==> config.mk <==
export PLATFORM = sky130hd
export DESIGN_NAME = divider_float_seq_flat
export DESIGN_NICKNAME = d
export VERILOG_FILES = /design/src/rtl/fp32_pkg.sv /design/src/rtl/divider_float_seq_if.sv /design/src/rtl/fp32_classify.sv /design/src/rtl/divider_float_seq.sv /design/src/flat_wrapper.sv
export SDC_FILE = /design/constraint.sdc
export NUM_CORES = 1
export LEC_CHECK = 0
export CORE_MARGIN = 1.5
export CORE_UTILIZATION = 45
export CTS_CLUSTER_SIZE = 14
export DETAILED_ROUTE_END_ITERATION = 7
export GPL_TIMING_DRIVEN = 0
export PLACE_DENSITY = 0.76
export REMOVE_ABC_BUFFERS = 1
export SKIP_LAST_GASP = 1
export SLEW_MARGIN = 0
export SYNTH_ARGS = -nofsm -noshare
export SYNTH_HDL_FRONTEND = slang
export SYNTH_SLANG_ARGS = --single-unit
==> constraint.sdc <==
create_clock -name clk -period 4.5 [get_ports clk]
set_clock_uncertainty 0.15 [all_clocks]
set_input_delay 0.45 -clock clk [delete_from_list [all_inputs] [get_ports clk]]
set_output_delay 0.45 -clock clk [all_outputs]
set_load 0.005 [all_outputs]
==> src/rtl/fp32_pkg.sv <==
// Shared IEEE-754 single-precision types and constants for the float datapath blocks.
package fp32_pkg;

    localparam int          FP_EXP_BIAS = 127;
    localparam logic [31:0] FP_NAN      = 32'h7FC0_0000;
    localparam logic [31:0] FP_INF_MAG  = 32'h7F80_0000;
    localparam logic [7:0]  FP_EXP_MAX  = 8'hFF;

    typedef enum logic [1:0] {
        IDLE   = 2'd0,
        DIVIDE = 2'd1,
        NORM   = 2'd2,
        DONE   = 2'd3
    } div_state_t;

    typedef struct packed {
        logic        sign;
        logic [7:0]  exp;
        logic [22:0] man;
    } fp32_t;

    function automatic logic [31:0] fp32_pack(input logic s, input logic [7:0] e, input logic [22:0] m);
        return {s, e, m};
    endfunction

endpackage

==> src/rtl/divider_float_seq_if.sv <==
// Operand/result handshake bundle for the sequential float divider.
interface divider_float_seq_if;

    logic        in_valid;
    logic        in_ready;
    logic [31:0] dividend;
    logic [31:0] divisor;
    logic        out_valid;
    logic        out_ready;
    logic [31:0] quotient;

    modport master (
        output in_valid, dividend, divisor, out_ready,
        input  in_ready, out_valid, quotient
    );

    modport slave (
        input  in_valid, dividend, divisor, out_ready,
        output in_ready, out_valid, quotient
    );

endinterface

==> src/rtl/fp32_classify.sv <==
// Combinational single-precision operand classifier (denormals count as zero).
module fp32_classify
    import fp32_pkg::*;
(
    input  logic [7:0]  exp_i,
    input  logic [22:0] man_i,
    output logic        is_zero_o,
    output logic        is_inf_o,
    output logic        is_nan_o
);

    // Decode the exponent/mantissa fields into the three special classes
    always_comb begin
        is_zero_o = (exp_i == 8'h00);
        is_inf_o  = (exp_i == FP_EXP_MAX) && (man_i == 23'h0);
        is_nan_o  = (exp_i == FP_EXP_MAX) && (man_i != 23'h0);
    end

endmodule

==> src/rtl/divider_float_seq.sv <==
// Iterative restoring single-precision divider, one quotient bit per clock.
// Define ROUND_NEAREST_EN for round-to-nearest-even (one extra iteration); default truncates.
module divider_float_seq
    import fp32_pkg::*;
(
    input  logic               clk,
    input  logic               rst_n,
    divider_float_seq_if.slave bus
);

`ifdef ROUND_NEAREST_EN
    localparam int QW = 26;
`else
    localparam int QW = 25;
`endif
    localparam logic [4:0] LAST_ITER = 5'(QW - 1);

    div_state_t        state_q, state_d;
    logic [4:0]        cnt_q, cnt_d;
    fp32_t             a_q, a_d, b_q, b_d;
    logic [24:0]       rem_q, rem_d;
    logic [QW-1:0]     quo_q, quo_d;
    logic              out_valid_q, out_valid_d;
    logic              in_ready_q, in_ready_d;
    logic [31:0]       quotient_q, quotient_d;

    logic              a_zero_s, a_inf_s, a_nan_s, b_zero_s, b_inf_s, b_nan_s;
    logic              nan_res_s, inf_res_s, zero_res_s, special_s;
    logic              sign_s;
    logic [31:0]       special_res_s, norm_res_s;
    logic [25:0]       diff_s;
    logic signed [9:0] exp_base_s, exp_s, exp_fin_s;
    logic [22:0]       man_s, man_fin_s;

    fp32_classify u_cls_a (.exp_i(a_q.exp), .man_i(a_q.man),
                           .is_zero_o(a_zero_s), .is_inf_o(a_inf_s), .is_nan_o(a_nan_s));
    fp32_classify u_cls_b (.exp_i(b_q.exp), .man_i(b_q.man),
                           .is_zero_o(b_zero_s), .is_inf_o(b_inf_s), .is_nan_o(b_nan_s));

    assign sign_s     = a_q.sign ^ b_q.sign;
    assign diff_s     = {1'b0, rem_q} - {2'b00, 1'b1, b_q.man};
    assign exp_base_s = $signed({2'b00, a_q.exp}) - $signed({2'b00, b_q.exp})
                      + $signed(10'(FP_EXP_BIAS));

    // Special-operand resolution; NaN outranks Inf which outranks zero
    always_comb begin
        nan_res_s  = a_nan_s | b_nan_s | (a_zero_s & b_zero_s) | (a_inf_s & b_inf_s);
        inf_res_s  = b_zero_s | a_inf_s;
        zero_res_s = a_zero_s | b_inf_s;
        special_s  = nan_res_s | inf_res_s | zero_res_s;
        if (nan_res_s) begin
            special_res_s = FP_NAN;
        end else if (inf_res_s) begin
            special_res_s = FP_INF_MAG | {sign_s, 31'h0};
        end else begin
            special_res_s = 32'h0000_0000;
        end
    end

    // Normalise: quotient MSB decides whether the exponent drops by one
    always_comb begin
        if (quo_q[QW-1]) begin
            man_s = quo_q[QW-2 -: 23];
            exp_s = exp_base_s;
        end else begin
            man_s = quo_q[QW-3 -: 23];
            exp_s = exp_base_s - 10'sd1;
        end
    end

`ifdef ROUND_NEAREST_EN
    logic        guard_s, sticky_s, round_up_s;
    logic [23:0] man_rnd_s;

    // Round-to-nearest-even from guard bit and sticky (leftover bits + remainder)
    always_comb begin
        guard_s    = quo_q[QW-1] ? quo_q[1] : quo_q[0];
        sticky_s   = (quo_q[QW-1] & quo_q[0]) | (rem_q != 25'h0);
        round_up_s = guard_s & (sticky_s | man_s[0]);
        man_rnd_s  = {1'b0, man_s} + {23'h0, round_up_s};
        man_fin_s  = man_rnd_s[22:0];
        if (man_rnd_s[23]) begin
            exp_fin_s = exp_s + 10'sd1;
        end else begin
            exp_fin_s = exp_s;
        end
    end
`else
    assign man_fin_s = man_s;
    assign exp_fin_s = exp_s;
`endif

    // Range limits: overflow saturates to signed Inf, underflow flushes to +0
    always_comb begin
        if (exp_fin_s >= 10'sd255) begin
            norm_res_s = FP_INF_MAG | {sign_s, 31'h0};
        end else if (exp_fin_s <= 10'sd0) begin
            norm_res_s = 32'h0000_0000;
        end else begin
            norm_res_s = fp32_pack(sign_s, exp_fin_s[7:0], man_fin_s);
        end
    end

    // Control FSM and restoring-division datapath next state
    always_comb begin
        state_d     = state_q;
        cnt_d       = cnt_q;
        a_d         = a_q;
        b_d         = b_q;
        rem_d       = rem_q;
        quo_d       = quo_q;
        out_valid_d = out_valid_q;
        quotient_d  = quotient_q;
        case (state_q)
            IDLE: begin
                if (bus.in_valid) begin
                    a_d     = fp32_t'(bus.dividend);
                    b_d     = fp32_t'(bus.divisor);
                    rem_d   = {2'b01, bus.dividend[22:0]};
                    quo_d   = '0;
                    cnt_d   = 5'd0;
                    state_d = DIVIDE;
                end else begin
                    state_d = IDLE;
                end
            end
            DIVIDE: begin
                if ((cnt_q == 5'd0) && special_s) begin
                    quotient_d  = special_res_s;
                    out_valid_d = 1'b1;
                    state_d     = DONE;
                end else begin
                    if (!diff_s[25]) begin
                        rem_d = diff_s[24:0] << 1;
                        quo_d = {quo_q[QW-2:0], 1'b1};
                    end else begin
                        rem_d = rem_q << 1;
                        quo_d = {quo_q[QW-2:0], 1'b0};
                    end
                    cnt_d = cnt_q + 5'd1;
                    if (cnt_q == LAST_ITER) begin
                        state_d = NORM;
                    end else begin
                        state_d = DIVIDE;
                    end
                end
            end
            NORM: begin
                quotient_d  = norm_res_s;
                out_valid_d = 1'b1;
                state_d     = DONE;
            end
            DONE: begin
                if (bus.out_ready) begin
                    out_valid_d = 1'b0;
                    state_d     = IDLE;
                end else begin
                    state_d     = DONE;
                end
            end
            default: begin
                out_valid_d = 1'b0;
                state_d     = IDLE;
            end
        endcase
        in_ready_d = (state_d == IDLE);
    end

    // State and output registers; reset aborts any operation in flight
    always_ff @(posedge clk or negedge rst_n) begin
        if (!rst_n) begin
            state_q     <= IDLE;
            cnt_q       <= 5'd0;
            a_q         <= '0;
            b_q         <= '0;
            rem_q       <= 25'h0;
            quo_q       <= '0;
            out_valid_q <= 1'b0;
            in_ready_q  <= 1'b1;
            quotient_q  <= 32'h0;
        end else begin
            state_q     <= state_d;
            cnt_q       <= cnt_d;
            a_q         <= a_d;
            b_q         <= b_d;
            rem_q       <= rem_d;
            quo_q       <= quo_d;
            out_valid_q <= out_valid_d;
            in_ready_q  <= in_ready_d;
            quotient_q  <= quotient_d;
        end
    end

    assign bus.in_ready  = in_ready_q;
    assign bus.out_valid = out_valid_q;
    assign bus.quotient  = quotient_q;

endmodule

==> src/flat_wrapper.sv <==
// flat-port wrapper written by rule: the top's interface ports become plain ports
module divider_float_seq_flat import fp32_pkg::*;
  (clk, rst_n, bus_in_valid, bus_dividend, bus_divisor, bus_out_ready, bus_in_ready, bus_out_valid, bus_quotient);
  divider_float_seq_if bus_i ();
  input  logic clk;
  input  logic rst_n;
  input wire logic [$bits(bus_i.in_valid)-1:0] bus_in_valid;
  input wire logic [$bits(bus_i.dividend)-1:0] bus_dividend;
  input wire logic [$bits(bus_i.divisor)-1:0] bus_divisor;
  input wire logic [$bits(bus_i.out_ready)-1:0] bus_out_ready;
  output wire logic [$bits(bus_i.in_ready)-1:0] bus_in_ready;
  output wire logic [$bits(bus_i.out_valid)-1:0] bus_out_valid;
  output wire logic [$bits(bus_i.quotient)-1:0] bus_quotient;
  assign bus_i.in_valid = bus_in_valid;
  assign bus_i.dividend = bus_dividend;
  assign bus_i.divisor = bus_divisor;
  assign bus_i.out_ready = bus_out_ready;
  assign bus_in_ready = bus_i.in_ready;
  assign bus_out_valid = bus_i.out_valid;
  assign bus_quotient = bus_i.quotient;
  divider_float_seq u_core (.clk(clk), .rst_n(rst_n), .bus(bus_i));
endmodule
# ---- Word-level counts from Yosys, hierarchy flattened
# Index checks and enable logic that the tools add are counted.
dict set report classes {
  add_sub_neg 5
  order_cmp 2
  n_eq_ne 10
  mux 27
  n_bitwise 10
  n_reduce_logical 21
}
# operator count
set op_table {}
lappend op_table {{32-bit 2-to-1 mux} 5}
lappend op_table {{25-bit 2-to-1 mux} 5}
lappend op_table {{25-bit case mux with 2 select lines} 2}
lappend op_table {{32-bit case mux with 2 select lines} 1}
lappend op_table {{23-bit logical NOT} 2}
lappend op_table {{23-bit nonzero test} 2}
lappend op_table {{25-bit by 24-bit subtractor with 26-bit output} 1}
lappend op_table {{23-bit 2-to-1 mux} 1}
lappend op_table {{8-bit equality test (second input constant)} 2}
lappend op_table {{8-bit logical NOT} 2}
lappend op_table {{10-bit by 8-bit adder with 10-bit output (second input constant)} 1}
lappend op_table {{10-bit by 9-bit >= comparator with 1-bit output (second input constant)} 1}
lappend op_table {{10-bit by 1-bit less-or-equal comparator with 1-bit output (second input constant)} 1}
lappend op_table {{10-bit 2-to-1 mux} 1}
lappend op_table {{5-bit 2-to-1 mux} 2}
lappend op_table {{5-bit case mux with 2 select lines} 1}
lappend op_table {{10-bit by 2-bit subtractor with 10-bit output (second input constant)} 1}
lappend op_table {{8-bit by 8-bit subtractor with 9-bit output} 1}
lappend op_table {{2-bit case mux with 4 select lines} 1}
lappend op_table {{1-bit OR} 7}
lappend op_table {{2-bit 2-to-1 mux} 3}
lappend op_table {{2-bit != test (second input constant)} 3}
lappend op_table {{3-bit AND reduction} 2}
lappend op_table {{5-bit by 1-bit adder with 5-bit output (second input constant)} 1}
lappend op_table {{other kinds (14)} 26}
dict set report totals {
  ff_bits 155
  in_bits 68
  out_inout_bits 34
  wordCells 88
}

# ---- Longest topological paths before layout
# Gate-level depths: netlist of the first run.
dict set report depth {
  ltp_word 11
  mapped_depth 16
  mapped_depth_nobuf 15
}

# ---- Modules after synthesis
# A second synthesis of the first run with hierarchy kept.
dict set report hier_totals {
  cells_unflattened 977
  area_unflattened_um2 8723.4
}
# module n_inst cells_each area_per_inst_um2 seq_area_each_um2
set modules_own_cells {}
lappend modules_own_cells {divider_float_seq 1 945 8525.7 3880.0}
lappend modules_own_cells {fp32_classify 2 16 98.8 0.0}

# ---- Worst setup path after synthesis of the first run
# Ideal clock, no wire load.
dict set report synth_path {
  path_type {flip-flop to flip-flop}
  start {register u_core.a_q[23] in the netlist's numbering}
  end {register u_core.quotient_q[13] (netlist: u_core.bus.quotient[13])}
  setup_time_ps 122
  t_arrival_ps 3040
  t_required_ps 4228
  path_slack_ps 1188
  path_stages_with_launch 16
  path_buffers 1
  synth_period_minus_slack_ps 3312
  path_cell_list {dfrtp_1 inv_1 ha_1 inv_1 fa_1 inv_1 ha_1 xor2_1 o22a_1 nor3_2 nand3_2 xor2_1 nor4b_2 nand4bb_1 buf_4 o21ai_1}
}
dict set report synth_between {
  elab_chain_len 10
  elab_cells_between_ends 27
  cone_classes {add/sub (3); order compare (2); eq/ne (2); mux (6); bitwise (9); reduce/logical (5)}
}
# element line
set synth_lines {}
lappend synth_lines {{from (decl)} divider_float_seq.sv:20} ;# fp32_t a_q, a_d, b_q, b_d;
lappend synth_lines {{from (signal assigned)} divider_float_seq.sv:174} ;# a_q <= '0;
lappend synth_lines {{from (signal assigned)} divider_float_seq.sv:184} ;# a_q <= a_d;
lappend synth_lines {{branches (longest 10 deep; another with 10-bit by 8-bit adder with 10-bit output)} --}
lappend synth_lines {{to (signal assigned)} divider_float_seq.sv:190} ;# quotient_q <= quotient_d;
lappend synth_lines {{to (decl)} divider_float_seq.sv:25} ;# logic [31:0] quotient_q, quotient_d;
# Several ways; the timed one is not identified. The select of a mux whose other input is x is not followed.
# A chain may end at the register's enable or synchronous reset.

# ---- Worst setup path in the final report of the first run
dict set report layout_path {
  start {register u_core.a_q[23] in the netlist's numbering}
  end {register u_core.quotient_q[0] (netlist: u_core.bus.quotient[0])}
}
# The elaborated chain is that of the path after synthesis.

==> results_dict.tcl, run 1 <==
set metrics [dict create \
    area_growth_pct 22.38 \
    path_delay_family "simple AND/OR/NAND/NOR gates" \
    busiest_layer "met2" \
    synth_common_cells "240 x nand2_1, 154 x dfrtp_1, 62 x o21ai_0, 45 x inv_1, 40 x mux2i_1" \
    coreArea_mm2 0.01864 \
    maxCapViolations 0 \
    die_area_mm2 0.01973 \
    drc 0 \
    antennaDiodeCount 0 \
    fp-row-count 50 \
    io_buffer_count 101 \
    timing.max_slew.rel_slack_pct 19.15 \
    layout-drive-gt1-share_pct 7.060 \
    grt_pass1_wl_um 32410 \
    wl_per_cell_um 15.12 \
    synth_warnings 0 \
    wirelength_um 19180 \
    cts_setup_buffers 0 \
    worstPathRequired_ps 4690 \
    synth_cell_types 68 \
    cp_slowest_cell "nand4bb_2" \
    htree_levels 4 \
    synthSimpleGateAreaFrac_pct 19.95 \
    ctsRootBufferMaster "clkbuf_16" \
    drt-vias-per-instance 5.376 \
    cp_data_arrival_time_ps 4160 \
    min_period_over_period_pct 88.03 \
    numCtsBuffers 17 \
    place_ws_ps 218.7 \
    rsz0062_at_grt "no" \
    die_h_um 140.5 \
    drt_iter0_drc 432 \
    met2_usage_pct 35.23 \
    setup_ws_ps 538.7 \
    cts_tree "yes" \
    gp_congestion 0.8805 \
    cp_max_fo 23 \
    power_w 0.009194 \
    critPathBufInv 3 \
    grt_usage_pct 20.50 \
    fmax_mhz 252.4 \
    min_path_type "register to register" \
    synth_ff_type "dfrtp_1" \
    grt_remaining_overflow 0 \
    start_util_pct 45.62 \
    final_hold_viol_count 0 \
    status "finished, final reports clean" \
    drt.antenna.violating_nets 0 \
    fp.dieW_um 140.5 \
    synthDominantCellAreaShare_pct 45.31 \
    clockBufferDepth 2 \
    synth_most_common_cell "nand2_1" \
    grt_pass1_vias 6669 \
    synthTopCellsByArea "dfrtp_1 45%, nand2_1 11%, ha_1 5.1%, mux2i_1 4.7%, o21ai_0 3.6%" \
    clk-insertion-delay-late_ps 430 \
    clk_pin_slew_ps 70 \
    synth-edff-count 0 \
    gr-usage-met3_pct 3.692 \
    slew_viol_final 0 \
    dp_hpwl_um 13390 \
    synth_xor_area_share_pct 4.605 \
    p_leak_nw 4.629 \
    path_cells "inv_1 -> ha_1 -> inv_1 -> fa_1 -> inv_1 -> ha_1 -> xor2_1 -> o22a_1 -> nor3_2 -> nand3_2 -> xor2_1 -> nor4b_2 -> nand4bb_2 -> o21ai_0" \
    cpPeakStageDelay_ps 660 \
    yosys.area.top_type "dfrtp_1" \
    nets 1126 \
    met1_usage_pct 26.82 \
    fillers 1651 \
    ioPinCount 102 \
    ys_seq_area_share_pct 45.62 \
    synth_top_family_by_area "simple AND/OR/NAND/NOR gates" \
    avgSynthCellArea_um2 9.086 \
    synth_area_mm2 0.008504 \
    vias 6817 \
    synth-compound-area-share_pct 14.96 \
    crit_type "register to register" \
    ir_drop_v 0.0003926 \
    ys_ff_latch 155 \
    period_needed_ps 3961 \
    synthAdderAreaFrac_pct 5.620 \
    antenna_found_initial 0 \
    synthMuxAreaShare_pct 4.973 \
    cp_common_cell "inv_1" \
    endpoint_kind "register" \
    cts.sinks 155 \
    worstMarginPinSlew_ps 1210 \
    synth-async-reset-ratio_pct 100.0 \
    holdWs_ps 329.5 \
    startpoint_type "register" \
    setup_tns_ps 0 \
    cellPowerDensity_mw_per_mm2 883.4 \
    setup_violations 0 \
    dr.pass1.iters 5 \
    synthCells 936 \
    grt_max_degree 80 \
]
[metrics by stage]
| step | util [%] | cell area (um2) | std cells |
|---|---|---|---|
| after global routing | 55.83 | 10410 | 1268 |
| after global placement | 51.57 | 9614 | 1229 |
| after CTS | 55.79 | 10400 | 1268 |
| after detailed placement | 52.54 | 9796 | 1235 |
| final | 55.83 | 10410 | 1268 |
| after floorplan | - | 8310 | 894 |
[cells by family after synthesis]
logic type | count (synthesis)
compound gates | 193
xor+xnor | 43
fa+ha+maj | 37
buf+inv | 87
flops | 155
mux | 42
simple gates | 379
[sequential cells by signal (all words and copies together) (netlist names)]
signal                flops
u_core.bus.out_valid      1
u_core.state_q            2
u_core.rem_q             25
u_core.b_q               32
u_core.cnt_q              5
u_core.bus.in_ready       1
u_core.bus.quotient      32
u_core.quo_q             25
u_core.a_q               32
[path summary, 6_finish.rpt]
| kind | start | cells after the start | slack [ps] | to |
|---|---|---|---|---|
| max | u_core.a_q[23] | 14 | 540 | u_core.bus.quotient[0] |
| min in group asynchronous | rst_n | 2 | 470 | u_core.b_q[24] |
| min reg2reg | u_core.a_q[3] | 2 | 330 | u_core.a_q[3] |
| max in group asynchronous | rst_n | 3 | 2910 | u_core.bus.in_ready |
| min | u_core.a_q[3] | 2 | 330 | u_core.a_q[3] |
| max reg2reg | u_core.a_q[23] | 14 | 540 | u_core.bus.quotient[0] |
[placed cells by master, fill, tap and decap left out, types with 4 or more instances in the layout]
cell type	count
a21o_1	7
a21oi_1	24
a21oi_2	4
a221o_1	8
a22oi_1	10
buf_16	4
clkbuf_16	17
clkdlybuf4s50_1	100
dfrtp_1	153
ha_1	35
inv_1	45
inv_6	4
inv_8	6
mux2i_1	40
nand2_1	239
nand2b_1	8
nand3_1	31
nand4_1	10
nor2_1	32
nor2b_1	6
nor3_1	6
nor4_1	16
o211ai_1	6
o21ai_0	62
o21ai_1	26
o31ai_1	6
or3_1	6
xnor2_1	27
xor2_1	14
[where the power goes]
part / total, W / switching [W] / internal, W / leakage [nW]
Combinational: 0.00519 / 0.00279 / 0.00239 / 2.39
Clock: 0.00145 / 0.000657 / 0.000795 / 0.293
Sequential: 0.00255 / 0.000502 / 0.00205 / 1.95
[worst min-delay path, stage by stage (launching register included)]
cell	delay (ps)
dfrtp_1	340
nand2_1	50
nand2_1	60
[layout make-up]
cell class | instances | area, um2 | share of cell area (%)
Inverter | 45 | 168.9 | 1.623
Multi-Input combinational cell | 694 | 4302 | 41.33
Clock inverter | 15 | 170.2 | 1.635
Sequential cell | 155 | 3881 | 37.29
Timing Repair Buffer | 108 | 1167 | 11.22
Clock buffer | 17 | 425.4 | 4.088
Tap cell | 234 | 292.8 | 2.813
[layer usage]
layer / up-vias / share of wire [%]
met5: - / 0
met4: 0 / 1.0
met3: 17 / 3.8
met2: 147 / 49
met1: 3244 / 46
li1: 3409 / -
[what timing repair did]
| item | CTS | global route |
|---|---|---|
| gates resized for setup | 0 | 1 |
| endpoints found under the setup margin | 0 | 23 |
| hold buffers | 1 | 0 |
| endpoints found under the hold margin | 76 | 0 |
(Power assumes the default switching activity.)
==> run 2, diff against run 1 <==
Settings changed: CORE_UTILIZATION 45 to 50, PLACE_DENSITY 0.76 to 0.82.
==> results_dict.tcl, run 2 (same netlist as run 1, synthesis figures left out) <==
set metrics [dict create \
    clk_pin_slew_ps 60 \
    io_buffer_count 101 \
    grt_remaining_overflow 0 \
    grt_max_degree 104 \
    htree_levels 4 \
    die_h_um 133.4 \
    start_util_pct 51.28 \
    crit_type "register to register" \
    path_delay_family "simple AND/OR/NAND/NOR gates" \
    numCtsBuffers 17 \
    reg2reg_depth 14 \
    min_path_cells 2 \
    place_inst 1221 \
    cp_data_arrival_time_ps 4290 \
    post_dp_cell_area_mm2 0.009778 \
    min_from "u_core.a_q[20]" \
    min_period_over_period_pct 91.22 \
    min_path_type "register to register" \
    fmax_mhz 243.6 \
    setup_tns_ps 0 \
    worstMarginPinSlew_ps 1209 \
    drt.antenna.violating_nets 0 \
    cp_common_cell "inv_1" \
    fillers 1353 \
    setup_violations 0 \
    cts.sinks 155 \
    drt_iter0_drc 612 \
    ff2ff_setup_slack_ps 400 \
    antenna_found_initial 0 \
    endpoint_kind "register" \
    path_cells "inv_1 -> ha_1 -> inv_1 -> fa_1 -> inv_1 -> ha_1 -> xor2_1 -> o22a_1 -> nor3_2 -> nand3_2 -> xor2_1 -> nor4b_2 -> nand4bb_2 -> o21ai_0" \
    cp_max_fo 23 \
    wl_met2_um 9589 \
    r2r-end "u_core.bus.quotient[0]" \
    coreArea_mm2 0.01658 \
    cpPeakStageDelay_ps 670 \
    drt-vias-per-instance 5.603 \
    die_area_mm2 0.01780 \
    area_growth_pct 22.10 \
    grt_usage_pct 23.57 \
    vias 7026 \
    nets 1126 \
    startpoint_type "register" \
    p_leak_nw 4.609 \
    wl_per_cell_um 15.55 \
    final_hold_viol_count 0 \
    ir_drop_v 0.0004620 \
    met1_length_um 8593 \
    wl_met3_um 870 \
    fp-row-count 47 \
    status "finished, final reports clean" \
    ioPinCount 102 \
    timing.max_slew.rel_slack_pct 19.22 \
    grt_pass1_wl_um 33640 \
    layout-drive-gt1-share_pct 6.867 \
    layout_common_cells "239 x nand2_1, 153 x dfrtp_1, 100 x clkdlybuf4s50_1, 62 x o21ai_0, 45 x inv_1" \
    gp_congestion 0.8495 \
    min_to "u_core.a_q[20]" \
    top_layer_used "met4" \
    finalNonFillerCells 1254 \
    drc 0 \
    wirelength_um 19490 \
    slew_viol_final 0 \
    worstPathRequired_ps 4690 \
    rsz0062_at_grt "no" \
    dr.pass1.iters 5 \
    grt_pass1_vias 6985 \
    antennaDiodeCount 0 \
    layout_commonest_cell "nand2_1" \
    clk-insertion-delay-late_ps 430 \
    power_w 0.009246 \
    multi_input_area_mm2 0.004302 \
    maxCapViolations 0 \
    cp_slowest_cell "nand4bb_2" \
    worstReg2RegStart "u_core.a_q[23]" \
    cellPowerDensity_mw_per_mm2 890.5 \
    critPathBufInv 3 \
    period_needed_ps 4105 \
    regArea_mm2 0.003881 \
    ctsRootBufferMaster "clkbuf_16" \
    clockBufferDepth 2 \
    fp.dieW_um 133.4 \
    dp_hpwl_um 13380 \
    cts_tree "yes" \
    fin_area_mm2 0.01038 \
]
[run 2: cell count changes in the layout (fill, tap and decap cells not counted), sizes merged]
cell	before	now
inv	55	46
clkbuf	17	20
clkinv	3	5
bufinv	1	2
clkinvlp	1	4
[run 2: layer usage]
layer  up-vias  GRT usage (%)
li1       3400              -
met1      3403          30.16
met2       187          40.07
met3        36          4.833
met4         0          7.850
met5         -              0
[run 2: repair_timing]
item                                    4_1_cts  5_1_grt
hold endpoints to repair                     52        0
resized for setup                             0        1
hold buffers                                  1        0
endpoints found under the setup margin        0       23
setup buffers                                 0        0
[run 2: power by group]
group	leakage [nW]	internal [W]	switching [W]
Sequential	1.95	0.00205	0.000514
Combinational	2.39	0.00239	0.00286
Clock	0.273	0.000836	0.000591
[run 2: worst reg2reg max path, cell delays in order (launching register included)]
cell,delay [ps]
dfrtp_1,390
inv_1,100
ha_1,170
inv_1,60
fa_1,490
inv_1,60
ha_1,270
xor2_1,190
o22a_1,230
nor3_2,310
nand3_2,130
xor2_1,330
nor4b_2,100
nand4bb_2,670
o21ai_0,360
[run 2: worst max path at each step]
stage / from / to / cells past startpoint
after floorplan: u_core.state_q[1] / u_core.rem_q[10] / 5
after CTS: u_core.a_q[23] / u_core.bus.quotient[0] / 14
final: u_core.a_q[23] / u_core.bus.quotient[0] / 14
after detailed placement: u_core.a_q[23] / u_core.bus.quotient[1] / 14
after global routing: u_core.a_q[23] / u_core.bus.quotient[0] / 14
after global placement: rst_n / u_core.bus.quotient[21] / 1
[run 2: cell type report]
cell class,instances,share of cell area [%]
Sequential cell,155,37.38
Clock inverter,12,1.374
Tap cell,220,2.651
Multi-Input combinational cell,694,41.43
Timing Repair Buffer,108,11.24
Clock buffer,20,4.302
Inverter,45,1.627
[run 2: stage by stage]
stage	utilization [%]	worst slack, ps	hold WS, ps
6_report	62.62	395.1	327.6
5_1_grt	62.62	15.05	351.8
4_1_cts	62.58	55.60	329.4
3_5_place_dp	58.96	121.4	281.1
3_3_place_gp	57.87	-3264	309.2
2_1_floorplan	-	727.8	4.409
